$ cat src/rtl/rv_pkg.sv
// Shared RV32I encodings, FSM state type and exception causes for the
// execute/memory controller and its lane-alignment helper.
package rv_pkg;

    localparam logic [6:0] OPC_OP     = 7'b0110011;
    localparam logic [6:0] OPC_OP_IMM = 7'b0010011;
    localparam logic [6:0] OPC_LUI    = 7'b0110111;
    localparam logic [6:0] OPC_AUIPC  = 7'b0010111;
    localparam logic [6:0] OPC_JAL    = 7'b1101111;
    localparam logic [6:0] OPC_JALR   = 7'b1100111;
    localparam logic [6:0] OPC_BRANCH = 7'b1100011;
    localparam logic [6:0] OPC_LOAD   = 7'b0000011;
    localparam logic [6:0] OPC_STORE  = 7'b0100011;

    localparam logic [2:0] F3_BEQ  = 3'b000;
    localparam logic [2:0] F3_BNE  = 3'b001;
    localparam logic [2:0] F3_BLT  = 3'b100;
    localparam logic [2:0] F3_BGE  = 3'b101;
    localparam logic [2:0] F3_BLTU = 3'b110;
    localparam logic [2:0] F3_BGEU = 3'b111;

    localparam logic [2:0] F3_LB  = 3'b000;
    localparam logic [2:0] F3_LH  = 3'b001;
    localparam logic [2:0] F3_LW  = 3'b010;
    localparam logic [2:0] F3_LBU = 3'b100;
    localparam logic [2:0] F3_LHU = 3'b101;

    // Access size lives in funct3[1:0] for both loads and stores.
    localparam logic [1:0] SZ_BYTE = 2'd0;
    localparam logic [1:0] SZ_HALF = 2'd1;
    localparam logic [1:0] SZ_WORD = 2'd2;

    localparam logic [1:0] EXC_NONE           = 2'd0;
    localparam logic [1:0] EXC_LOAD_MISALIGN  = 2'd1;
    localparam logic [1:0] EXC_STORE_MISALIGN = 2'd2;
    localparam logic [1:0] EXC_ILLEGAL        = 2'd3;

    typedef enum logic [1:0] {
        ST_IDLE = 2'd0,
        ST_EXEC = 2'd1,
        ST_MEM  = 2'd2,
        ST_WB   = 2'd3
    } state_t;

    function automatic logic ls_funct3_legal(input logic is_store, input logic [2:0] f3);
        if (is_store)
            return f3 inside {F3_LB, F3_LH, F3_LW};
        return f3 inside {F3_LB, F3_LH, F3_LW, F3_LBU, F3_LHU};
    endfunction

endpackage

$ cat src/rtl/lsu_lane_align.sv
// Byte-lane steering for the data port: byte enables, store replication,
// misalignment detection and load extraction with sign/zero extension.
module lsu_lane_align
    import rv_pkg::*;
#(
    parameter int XLEN = 32
) (
    input  logic [2:0]                  i_funct3,
    input  logic [$clog2(XLEN/8)-1:0]   i_offset,
    input  logic [XLEN-1:0]             i_wdata,
    input  logic [XLEN-1:0]             i_rdata,
    output logic [XLEN/8-1:0]           o_be,
    output logic [XLEN-1:0]             o_wdata,
    output logic                        o_misalign,
    output logic [XLEN-1:0]             o_rdata
);

    localparam int NB = XLEN / 8;

    logic [NB-1:0]   w_be_base;
    logic [XLEN-1:0] w_shifted;
    logic            w_sign;

    // NOTE: every signal written here gets a default first so no latch is inferred.
    always_comb begin
        w_be_base  = '0;
        o_wdata    = '0;
        o_misalign = 1'b0;
        o_rdata    = '0;
        w_sign     = 1'b0;
        w_shifted  = i_rdata >> {i_offset, 3'b000};
        case (i_funct3[1:0])
            SZ_BYTE: begin
                w_be_base    = NB'(1);
                o_wdata      = {NB{i_wdata[7:0]}};
                w_sign       = ~i_funct3[2] & w_shifted[7];
                o_rdata      = {XLEN{w_sign}};
                o_rdata[7:0] = w_shifted[7:0];
            end
            SZ_HALF: begin
                w_be_base     = NB'(3);
                o_wdata       = {(NB/2){i_wdata[15:0]}};
                o_misalign    = i_offset[0];
                w_sign        = ~i_funct3[2] & w_shifted[15];
                o_rdata       = {XLEN{w_sign}};
                o_rdata[15:0] = w_shifted[15:0];
            end
            SZ_WORD: begin
                w_be_base     = NB'(15);
                o_wdata       = {(NB/4){i_wdata[31:0]}};
                o_misalign    = |i_offset[1:0];
                w_sign        = ~i_funct3[2] & w_shifted[31];
                o_rdata       = {XLEN{w_sign}};
                o_rdata[31:0] = w_shifted[31:0];
            end
            default: ;
        endcase
    end

    assign o_be = w_be_base << i_offset;

endmodule

$ cat src/rtl/exec_mem_ctrl.sv
// Multi-cycle execute/memory controller: IDLE -> EXEC -> (MEM) -> WB,
// with a valid/ready data port and registered write-back/redirect outputs.
module exec_mem_ctrl
    import rv_pkg::*;
#(
    parameter int XLEN        = 32,
    parameter bit ALIGN_CHECK = 1'b1
) (
    input  logic              clk,
    input  logic              rst,
    input  logic              start,
    input  logic [6:0]        opcode,
    input  logic [2:0]        funct3,
    input  logic [XLEN-1:0]   rs1_val,
    input  logic [XLEN-1:0]   rs2_val,
    input  logic [XLEN-1:0]   imm,
    input  logic [XLEN-1:0]   pc,
    input  logic [XLEN-1:0]   alu_result,
    input  logic [XLEN-1:0]   mem_rdata,
    input  logic              mem_ready,
    output logic              busy,
    output logic              done,
    output logic              rd_we,
    output logic [XLEN-1:0]   rd_wdata,
    output logic              mem_req,
    output logic              mem_we,
    output logic [XLEN-1:0]   mem_addr,
    output logic [XLEN-1:0]   mem_wdata,
    output logic [XLEN/8-1:0] mem_be,
    output logic              jump_en,
    output logic [XLEN-1:0]   jump_addr,
    output logic              exc,
    output logic [1:0]        exc_cause
);

    localparam int NB   = XLEN / 8;
    localparam int OFFW = $clog2(NB);

    state_t          r_state;
    logic [6:0]      r_opcode;
    logic [2:0]      r_funct3;
    logic [XLEN-1:0] r_rs1, r_rs2, r_imm, r_pc;

    logic            r_busy, r_done, r_rd_we, r_mem_req, r_mem_we, r_jump_en, r_exc;
    logic [XLEN-1:0] r_rd_wdata, r_mem_addr, r_mem_wdata, r_jump_addr;
    logic [NB-1:0]   r_mem_be;
    logic [1:0]      r_exc_cause;

    logic [XLEN-1:0] w_ea, w_pc_imm, w_link, w_wdata, w_load_data;
    logic [NB-1:0]   w_be;
    logic            w_misalign, w_taken, w_is_store, w_ls_legal, w_br_legal;

    assign w_ea       = r_rs1 + r_imm;
    assign w_pc_imm   = r_pc + r_imm;
    assign w_link     = r_pc + XLEN'(4);
    assign w_is_store = (r_opcode == OPC_STORE);
    assign w_ls_legal = ls_funct3_legal(w_is_store, r_funct3);
    assign w_br_legal = (r_funct3[2:1] != 2'b01);

    always_comb begin
        w_taken = 1'b0;
        case (r_funct3)
            F3_BEQ:  w_taken = (r_rs1 == r_rs2);
            F3_BNE:  w_taken = (r_rs1 != r_rs2);
            F3_BLT:  w_taken = ($signed(r_rs1) <  $signed(r_rs2));
            F3_BGE:  w_taken = ($signed(r_rs1) >= $signed(r_rs2));
            F3_BLTU: w_taken = (r_rs1 <  r_rs2);
            F3_BGEU: w_taken = (r_rs1 >= r_rs2);
            default: w_taken = 1'b0;
        endcase
    end

    lsu_lane_align #(.XLEN(XLEN)) u_lane (
        .i_funct3   (r_funct3),
        .i_offset   (w_ea[OFFW-1:0]),
        .i_wdata    (r_rs2),
        .i_rdata    (mem_rdata),
        .o_be       (w_be),
        .o_wdata    (w_wdata),
        .o_misalign (w_misalign),
        .o_rdata    (w_load_data)
    );

    // NOTE: operand capture registers carry no reset; they are only consumed after a start loads them.
    always_ff @(posedge clk) begin
        if (r_state == ST_IDLE && start) begin
            r_opcode <= opcode;
            r_funct3 <= funct3;
            r_rs1    <= rs1_val;
            r_rs2    <= rs2_val;
            r_imm    <= imm;
            r_pc     <= pc;
        end
    end

    // NOTE: state and outputs update with non-blocking assignments so every reader sees pre-edge values.
    always_ff @(posedge clk) begin
        if (rst) begin
            r_state     <= ST_IDLE;
            r_busy      <= 1'b0;
            r_done      <= 1'b0;
            r_rd_we     <= 1'b0;
            r_rd_wdata  <= '0;
            r_mem_req   <= 1'b0;
            r_mem_we    <= 1'b0;
            r_mem_addr  <= '0;
            r_mem_wdata <= '0;
            r_mem_be    <= '0;
            r_jump_en   <= 1'b0;
            r_jump_addr <= '0;
            r_exc       <= 1'b0;
            r_exc_cause <= EXC_NONE;
        end else begin
            case (r_state)
                ST_IDLE: begin
                    if (start) begin
                        r_state <= ST_EXEC;
                        r_busy  <= 1'b1;
                    end
                end
                ST_EXEC: begin
                    r_state     <= ST_WB;
                    r_done      <= 1'b1;
                    r_rd_we     <= 1'b0;
                    r_jump_en   <= 1'b0;
                    r_exc       <= 1'b0;
                    r_exc_cause <= EXC_NONE;
                    case (r_opcode)
                        OPC_OP, OPC_OP_IMM: begin
                            r_rd_we    <= 1'b1;
                            r_rd_wdata <= alu_result;
                        end
                        OPC_LUI: begin
                            r_rd_we    <= 1'b1;
                            r_rd_wdata <= r_imm;
                        end
                        OPC_AUIPC: begin
                            r_rd_we    <= 1'b1;
                            r_rd_wdata <= w_pc_imm;
                        end
                        OPC_JAL: begin
                            r_rd_we     <= 1'b1;
                            r_rd_wdata  <= w_link;
                            r_jump_en   <= 1'b1;
                            r_jump_addr <= w_pc_imm;
                        end
                        OPC_JALR: begin
                            r_rd_we     <= 1'b1;
                            r_rd_wdata  <= w_link;
                            r_jump_en   <= 1'b1;
                            r_jump_addr <= {w_ea[XLEN-1:1], 1'b0};
                        end
                        OPC_BRANCH: begin
                            if (w_br_legal) begin
                                r_jump_en   <= w_taken;
                                r_jump_addr <= w_pc_imm;
                            end else begin
                                r_exc       <= 1'b1;
                                r_exc_cause <= EXC_ILLEGAL;
                            end
                        end
                        OPC_LOAD, OPC_STORE: begin
                            if (!w_ls_legal) begin
                                r_exc       <= 1'b1;
                                r_exc_cause <= EXC_ILLEGAL;
                            end else if (ALIGN_CHECK && w_misalign) begin
                                r_exc       <= 1'b1;
                                r_exc_cause <= w_is_store ? EXC_STORE_MISALIGN : EXC_LOAD_MISALIGN;
                            end else begin
                                // Memory phase: done is deferred until the port handshakes.
                                r_state     <= ST_MEM;
                                r_done      <= 1'b0;
                                r_mem_req   <= 1'b1;
                                r_mem_we    <= w_is_store;
                                r_mem_addr  <= {w_ea[XLEN-1:OFFW], {OFFW{1'b0}}};
                                r_mem_be    <= w_be;
                                r_mem_wdata <= w_wdata;
                            end
                        end
                        default: begin
                            r_exc       <= 1'b1;
                            r_exc_cause <= EXC_ILLEGAL;
                        end
                    endcase
                end
                ST_MEM: begin
                    if (mem_ready) begin
                        r_mem_req <= 1'b0;
                        r_state   <= ST_WB;
                        r_done    <= 1'b1;
                        if (!r_mem_we) begin
                            r_rd_we    <= 1'b1;
                            r_rd_wdata <= w_load_data;
                        end
                    end
                end
                ST_WB: begin
                    r_state   <= ST_IDLE;
                    r_busy    <= 1'b0;
                    r_done    <= 1'b0;
                    r_rd_we   <= 1'b0;
                    r_jump_en <= 1'b0;
                    r_exc     <= 1'b0;
                end
                default: r_state <= ST_IDLE;
            endcase
        end
    end

    assign busy      = r_busy;
    assign done      = r_done;
    assign rd_we     = r_rd_we;
    assign rd_wdata  = r_rd_wdata;
    assign mem_req   = r_mem_req;
    assign mem_we    = r_mem_we;
    assign mem_addr  = r_mem_addr;
    assign mem_wdata = r_mem_wdata;
    assign mem_be    = r_mem_be;
    assign jump_en   = r_jump_en;
    assign jump_addr = r_jump_addr;
    assign exc       = r_exc;
    assign exc_cause = r_exc_cause;

endmodule

$ cat config.mk
export PLATFORM = sky130hd
export DESIGN_NAME = exec_mem_ctrl
export DESIGN_NICKNAME = d
export VERILOG_FILES = /design/src/rtl/rv_pkg.sv /design/src/rtl/lsu_lane_align.sv /design/src/rtl/exec_mem_ctrl.sv
export SDC_FILE = /design/constraint.sdc
export NUM_CORES = 1
export LEC_CHECK = 0
export CAP_MARGIN = 20
export CORE_UTILIZATION = 30
export DETAILED_ROUTE_END_ITERATION = 8
export PLACE_DENSITY = 0.6
export SYNTH_ARGS = -nofsm -noshare
export SYNTH_HDL_FRONTEND = slang
export SYNTH_HIERARCHICAL = 1
export SYNTH_SLANG_ARGS = --single-unit
$ cat constraint.sdc
create_clock -name clk -period 7.9 [get_ports clk]
set_clock_uncertainty 0.05 [all_clocks]
set_input_delay 0.79 -clock clk [delete_from_list [all_inputs] [get_ports clk]]
set_output_delay 0.79 -clock clk [all_outputs]
set_load 0.02 [all_outputs]
## Word level (Yosys, flattened, before mapping)

Index checks and enable logic that the tools add are counted.

- Bits in registers: 279
- Output and inout bits: 141
- Word-level logic and storage cells: 135

- $add $sub $neg: 3
- $lt $le $gt $ge: 4
- Equality and inequality tests: 31
- Shifts and indexed selects: 2
- Multiplexer cells: 47
- Bitwise gates (word level): 4
- Reductions and logical operators: 24

Operators with widths:

| cell | count |
|---|---|
| case mux 32 bit (3 select lines) | 3 |
| case mux 32 bit (4 select lines) | 1 |
| two-way mux 32 bit | 3 |
| adder 32 bit | 2 |
| greater-or-equal comparator 32 bit | 2 |
| < comparator 32 bit | 2 |
| case mux 32 bit (2 select lines) | 1 |
| adder 32 x 3 -> 32 bit (second input constant) | 1 |
| == test 32 bit | 1 |
| != test 32 bit | 1 |
| right shift 32 x 5 -> 32 bit | 1 |
| == test 7 x 6 -> 1 bit (second input constant) | 3 |
| == test 7 bit (second input constant) | 3 |
| two-way mux 1 bit | 20 |
| == test 7 x 5 -> 1 bit (second input constant) | 2 |
| != test 2 bit (second input constant) | 7 |
| == test 3 bit (second input constant) | 4 |
| two-way mux 2 bit | 6 |
| case mux 1 bit (2 select lines) | 6 |
| case mux 4 bit (3 select lines) | 1 |
| case mux 1 bit (3 select lines) | 3 |
| nonzero test 3 bit | 3 |
| case mux 2 bit (4 select lines) | 1 |
| AND reduction 4 bit | 2 |
| 22 further kinds | 36 |

## Longest topological paths before layout

- Depth after elaboration: 7
- Depth in mapped cells: 16

## Modules after synthesis

The synthesis kept the hierarchy.

By module, submodules not included:

| module | instances | cells each | area an instance (um2) | sequential area each (um2) |
|---|---|---|---|---|
| exec_mem_ctrl | 1 | 1635 | 15242.1 | 6966.7 |
| lsu_lane_align | 1 | 209 | 1391.3 | 0.0 |

## Worst setup path before layout

Ideal clock, no wire load.

- Path type: input -> register
- Start point: input start
- End point: register r_busy (netlist: busy)
- Arrival: 4.496 ns
- Data required time: 7.771 ns
- Slack: 3.275 ns
- Cell stages on the path: 3
- Path buffers: 0
- Cell sequence: and2_1 a22oi_1 nor2_1

- Cells in the longest elaborated chain, start to end: 2

Ends and longest elaborated chain:

| element | line | source |
|---|---|---|
| start, declared | exec_mem_ctrl.sv:11 | `input logic start,` |
| != test 2 bit (no line) | n/a |  |
| AND reduction 2 bit (no line) | n/a |  |
| end signal, assigned | exec_mem_ctrl.sv:100 | `r_busy <= 1'b0;` |
| end signal, assigned | exec_mem_ctrl.sv:118 | `r_busy <= 1'b1;` |
| end signal, assigned | exec_mem_ctrl.sv:199 | `r_busy <= 1'b0;` |
| end, declared | exec_mem_ctrl.sv:44 | `logic r_busy, r_done, r_rd_we, r_mem_req, r_mem_we, r_jump_en, r_exc;` |

Every way passes these cells.
A chain may end at the register's enable or synchronous reset.

## Worst setup path after layout

- Start point: register r_imm[0]
- End point: register r_mem_addr[15] (netlist: mem_addr[15])

- Cells in the longest elaborated chain, start to end: 5

Ends and longest elaborated chain:

| element | line | source |
|---|---|---|
| start, declared | exec_mem_ctrl.sv:42 | `logic [XLEN-1:0] r_rs1, r_rs2, r_imm, r_pc;` |
| start signal, assigned | exec_mem_ctrl.sv:91 | `r_imm <= imm;` |
| adder 32 bit | exec_mem_ctrl.sv:53 | `assign w_ea = r_rs1 + r_imm;` |
| net w_ea[1] | exec_mem_ctrl.sv:49 | `logic [XLEN-1:0] w_ea, w_pc_imm, w_link, w_wdata, w_load_data;` |
| OR reduction 2 bit | lsu_lane_align.sv:51 | `o_misalign = \|i_offset[1:0];` |
| case mux 1 bit (2 select lines) | lsu_lane_align.sv:32 | `case (i_funct3[1:0])` |
| net w_misalign | exec_mem_ctrl.sv:51 | `logic w_misalign, w_taken, w_is_store, w_ls_legal, w_br_legal;` |
| NOT 1 bit (no line) | n/a |  |
| AND reduction 4 bit (no line) | n/a |  |
| end signal, assigned | exec_mem_ctrl.sv:175 | `r_mem_addr <= {w_ea[XLEN-1:OFFW], {OFFW{1'b0}}};` |
| end, declared | exec_mem_ctrl.sv:45 | `logic [XLEN-1:0] r_rd_wdata, r_mem_addr, r_mem_wdata, r_jump_addr;` |

The timed path passes the listed nets, and every way through them passes these cells.

==> impl.org <==
** Finish
- Net total in the final layout :: 2448
- Cells with a size suffix above 1 make up 6.383% of the layout.
- Layout area overhead :: 31.37%
- Fill cell count :: 5438
- The count of cells in the finished layout, fillers not included, comes to 2903.

** Drt
- Wires add up to about 70000 microns.
- In this run, the number of DRC markers left after iteration 0 of detailed routing was 1484.
- The first detailed-routing pass took 6 iterations.
- Dividing the detail-routed wire length by the instance count gives 23.96 microns.
- In the routed layout, each cell is associated on average with a via count of between 5 and 6.
- The count of nets left with antenna violations once routing finished came out at 0.
- After detailed routing, the number of remaining DRC violations is 0.
- Via count :: 15650

** Placed design
- Once placement completed, the tool counted placed cells totaling between 2000 and 3000.
- The wire-length estimate of the detail-placed layout is 54720 microns.
- Buffers placed on the I/O ports in this run total approximately 340.
- Timing analysis after detailed placement gives a worst setup slack of ~4 ns.
- Final GP Congestion :: 0.9254

** Logic synthesis
- The number of different library cells used by synthesis comes to 87.
- Count of mapped cells out of synthesis :: 1844
- Sorting the synthesized cells by how often they occur yields sky130_fd_sc_hd__nand2_1 (255), sky130_fd_sc_hd__a21oi_1 (194), sky130_fd_sc_hd__nor2_1 (172).
- FFs w/ async S/R, synth :: 0%
- sky130_fd_sc_hd__nand2_1 is the most common cell in the netlist.
- The share of the Yosys chip area taken by registers is 41.88%.
- Synth Register Bits :: roughly 280
- Synthesized area per cell :: about 9.0 sq um
- The most used flip-flop cell after synthesis is sky130_fd_sc_hd__dfxtp_1.
- Top cell type by total area after synthesis :: sky130_fd_sc_hd__edfxtp_1
- Number of warnings reported in the yosys synthesis log :: 6
- Yosys top cell area share :: 24.91%
- In this run the cell area of the synthesized design comes to 16630 sq um.
- The synthesized design contains approximately 140 enable-type register cells.
- By area the synthesized netlist is led by sky130_fd_sc_hd__edfxtp_1 (25%), sky130_fd_sc_hd__dfxtp_1 (17%), sky130_fd_sc_hd__ha_1 (7.7%), sky130_fd_sc_hd__a21oi_1 (5.8%), sky130_fd_sc_hd__nand2_1 (5.8%).

** STA
- Accumulated negative setup slack :: 0 ns
- Subtracting the final worst setup slack from the clock period gives 4.119 ns.
- Setup slack after layout :: 3.781 ns
- Count of final max-slew check failures :: 0
- Tightest slew margin relative to the limit :: around 29%
- RSZ-0062 raised after global routing :: false
- Least-Margin Pin Slew :: about 1.1 ns
- Setup violations remaining at the end of the flow were counted as 0.
- Share of the clock period used by the worst path :: 52.14%
- Final hold vios :: 0
- Across all hold checks on the routed design, the worst slack comes to 0.4018 ns.
- Timing-limited maximum frequency :: 0.2428 GHz

** Worst setup path
- Crit start category :: register
- Among all stages on the critical path, the largest delay is contributed by sky130_fd_sc_hd__or2_2.
- Maximum fanout count along the critical path :: 38
- Highest cell delay on the worst timing path :: 0.67 ns
- Worst setup path startpoint :: r_imm[0]$_DFFE_PP_
- Arrival time at the worst endpoint :: 4.50 ns
- STA classifies the critical path endpoint as a register.
- Worst R2R Start :: r_imm[0]$_DFFE_PP_
- STA puts the critical path data required time at 8.28 ns.
- Walking the worst path, the cells encountered are ha_1 -> inv_1 -> fa_1 -> inv_1 -> o21ai_0 -> a21boi_0 -> or3b_1 -> or2_2 -> buf_4 -> nor2_1 -> a21oi_1 -> nor2_1.
- The worst setup path is of the register to register kind.

** Die
- For this configuration, the core starts out at a cell density of between 30 and 40%.
- The floorplan step defined a die boundary enclosing roughly 56000 sq um.
- The initialized floorplan defines between 80 and 90 standard-cell rows.
- Die X :: 237.5 microns
- Placeable core region :: roughly 54000 sq um
- For this design the top-level I/O count stands at roughly 350.
- From bottom edge to top edge, the die measures between 200 and 250 microns.

** CTS
- In this run, post-CTS repair resized a total of 0 instances.
- Clock insertion delay at the later pin of the skew report :: 0.57 ns
- Cell at the root of the clock tree :: sky130_fd_sc_hd__clkbuf_16
- Buffers inserted during clock tree synthesis total 34.
- Clock tree from TritonCTS :: done
- After clock tree synthesis, the clock-pin slew on the worst setup and hold paths is ~0.060 ns.
- After clock tree synthesis, the setup repair step added 0 buffers.
- CTS Hold Buffers Added :: 0
- TritonCTS sink count :: around 280
- In this run the deepest clock path goes through 3 buffers.
- CTS H-Tree Depth :: 2

** Pwr
- Final Total Pwr :: 0.007046 W
- Leakage power of the design :: slightly below 8 nW
- Worst vdd rail ir drop :: 153.3 uV
- Power density cells :: 322.5 nW/um^2

** Global routing
- The first global-routing pass estimated 99790 microns of wire.
- The initial antenna violation count came to 1.
- Aggregate global routing overflow :: 0
- Global routing consumed, over all layers together, between 20% and 30% of the routing resources.
- Number of global-route vias before repair :: 15200
- Largest net degree at the start of global routing :: 78

** Job
- Max-cap violations in this run came to 0.

** Run status
- Status :: finished, final reports clean

** Min path
- The min-delay analysis places its worst path in the category register to register.
- Worst min-delay path startpoint :: rd_wdata[4]$_SDFFE_PP0P_
==> cell type report <==
type / instances / area (sq um) / share of cell area (%)
inverters: 67 / 251.5 / 1.151
flip-flops and latches: 279 / 6967 / 31.88
clock buffers: 39 / 900.9 / 4.123
clock inverters: 22 / 242.7 / 1.111
diodes: 2 / 5.005 / 0.02290
multi-input cells: 1393 / 8984 / 41.11
well taps: 739 / 924.6 / 4.232
repair buffers: 362 / 3576 / 16.37
==> registers in the layout, summed over array words and instances, names as in the netlist, 2 cells and up <==
register / count
r_opcode: 7
exc_cause: 2
r_state: 2
mem_addr: 30
mem_be: 4
r_rs2: 32
rd_wdata: 32
r_imm: 32
mem_wdata: 32
r_pc: 32
r_funct3: 3
r_rs1: 32
jump_addr: 32
==> cell usage in the layout (no fill, tap or decap), types with 46 or more instances in the layout <==
| master | count |
|---|---|
| sky130_fd_sc_hd__dfxtp_1 | 141 |
| sky130_fd_sc_hd__edfxtp_1 | 138 |
| sky130_fd_sc_hd__o21ai_0 | 87 |
| sky130_fd_sc_hd__nor2_1 | 167 |
| sky130_fd_sc_hd__ha_1 | 102 |
| sky130_fd_sc_hd__nand2_1 | 255 |
| sky130_fd_sc_hd__a21oi_1 | 194 |
| sky130_fd_sc_hd__inv_1 | 65 |
| sky130_fd_sc_hd__xnor2_1 | 46 |
| sky130_fd_sc_hd__clkdlybuf4s50_1 | 343 |
==> metrics by stage <==
stage,cell area (sq um),util [%]
2_1_floorplan,16640,-
3_3_place_gp,20700,38.09
3_5_place_dp,20700,38.09
4_1_cts,21850,40.20
5_1_grt,21850,40.20
6_report,21850,40.21
==> report_power, final <==
part	internal [W]	switching, W	leakage [nW]
Clock	0.000959	0.000678	0.562
Sequential	0.00184	0.000360	2.45
Combinational	0.00119	0.00202	4.93
==> worst paths after layout <==
check	slack (ns)	cells past startpoint	end
max	3.78	12	mem_addr[15]$_SDFFE_PP0P_
min	0.40	2	rd_wdata[4]$_SDFFE_PP0P_
max reg2reg	3.78	12	mem_addr[15]$_SDFFE_PP0P_
min reg2reg	0.40	2	rd_wdata[4]$_SDFFE_PP0P_
==> metal layers <==
metal	part of all wire [%]	wire length, microns	vias to the layer above	track usage, %
met3	8.1	5605	125	5.087
met2	46	31730	692	38.55
met4	3.6	2504	0	9.482
met1	43	29710	7479	31.64
met5	0	0	-	0
li1	-	-	7353	-
==> worst max-delay path, delay by kind of cell (launching register included) <==
| kind | cells | cell delay [ns] |
|---|---|---|
| adders and majority gates | 2 | 0.68 |
| AOI/OAI and AO/OA | 3 | 0.61 |
| buffers and inverters | 3 | 1.03 |
| DFF | 1 | 0.42 |
| and+or+nand+nor | 4 | 1.14 |
==> logic make-up (layout without fill, tap and decap cells) <==
family	count (synthesis)	after routing	share of synthesized area, %
fa+ha+maj	105	105	7.989
flops	279	279	41.88
compound gates	574	574	23.48
mux	35	35	2.189
xor+xnor	81	81	4.265
other cells	1	4	0.02254
buf+inv	173	490	4.295
simple gates	596	596	15.87
No activity file was read; power rests on OpenSTA's default activity.
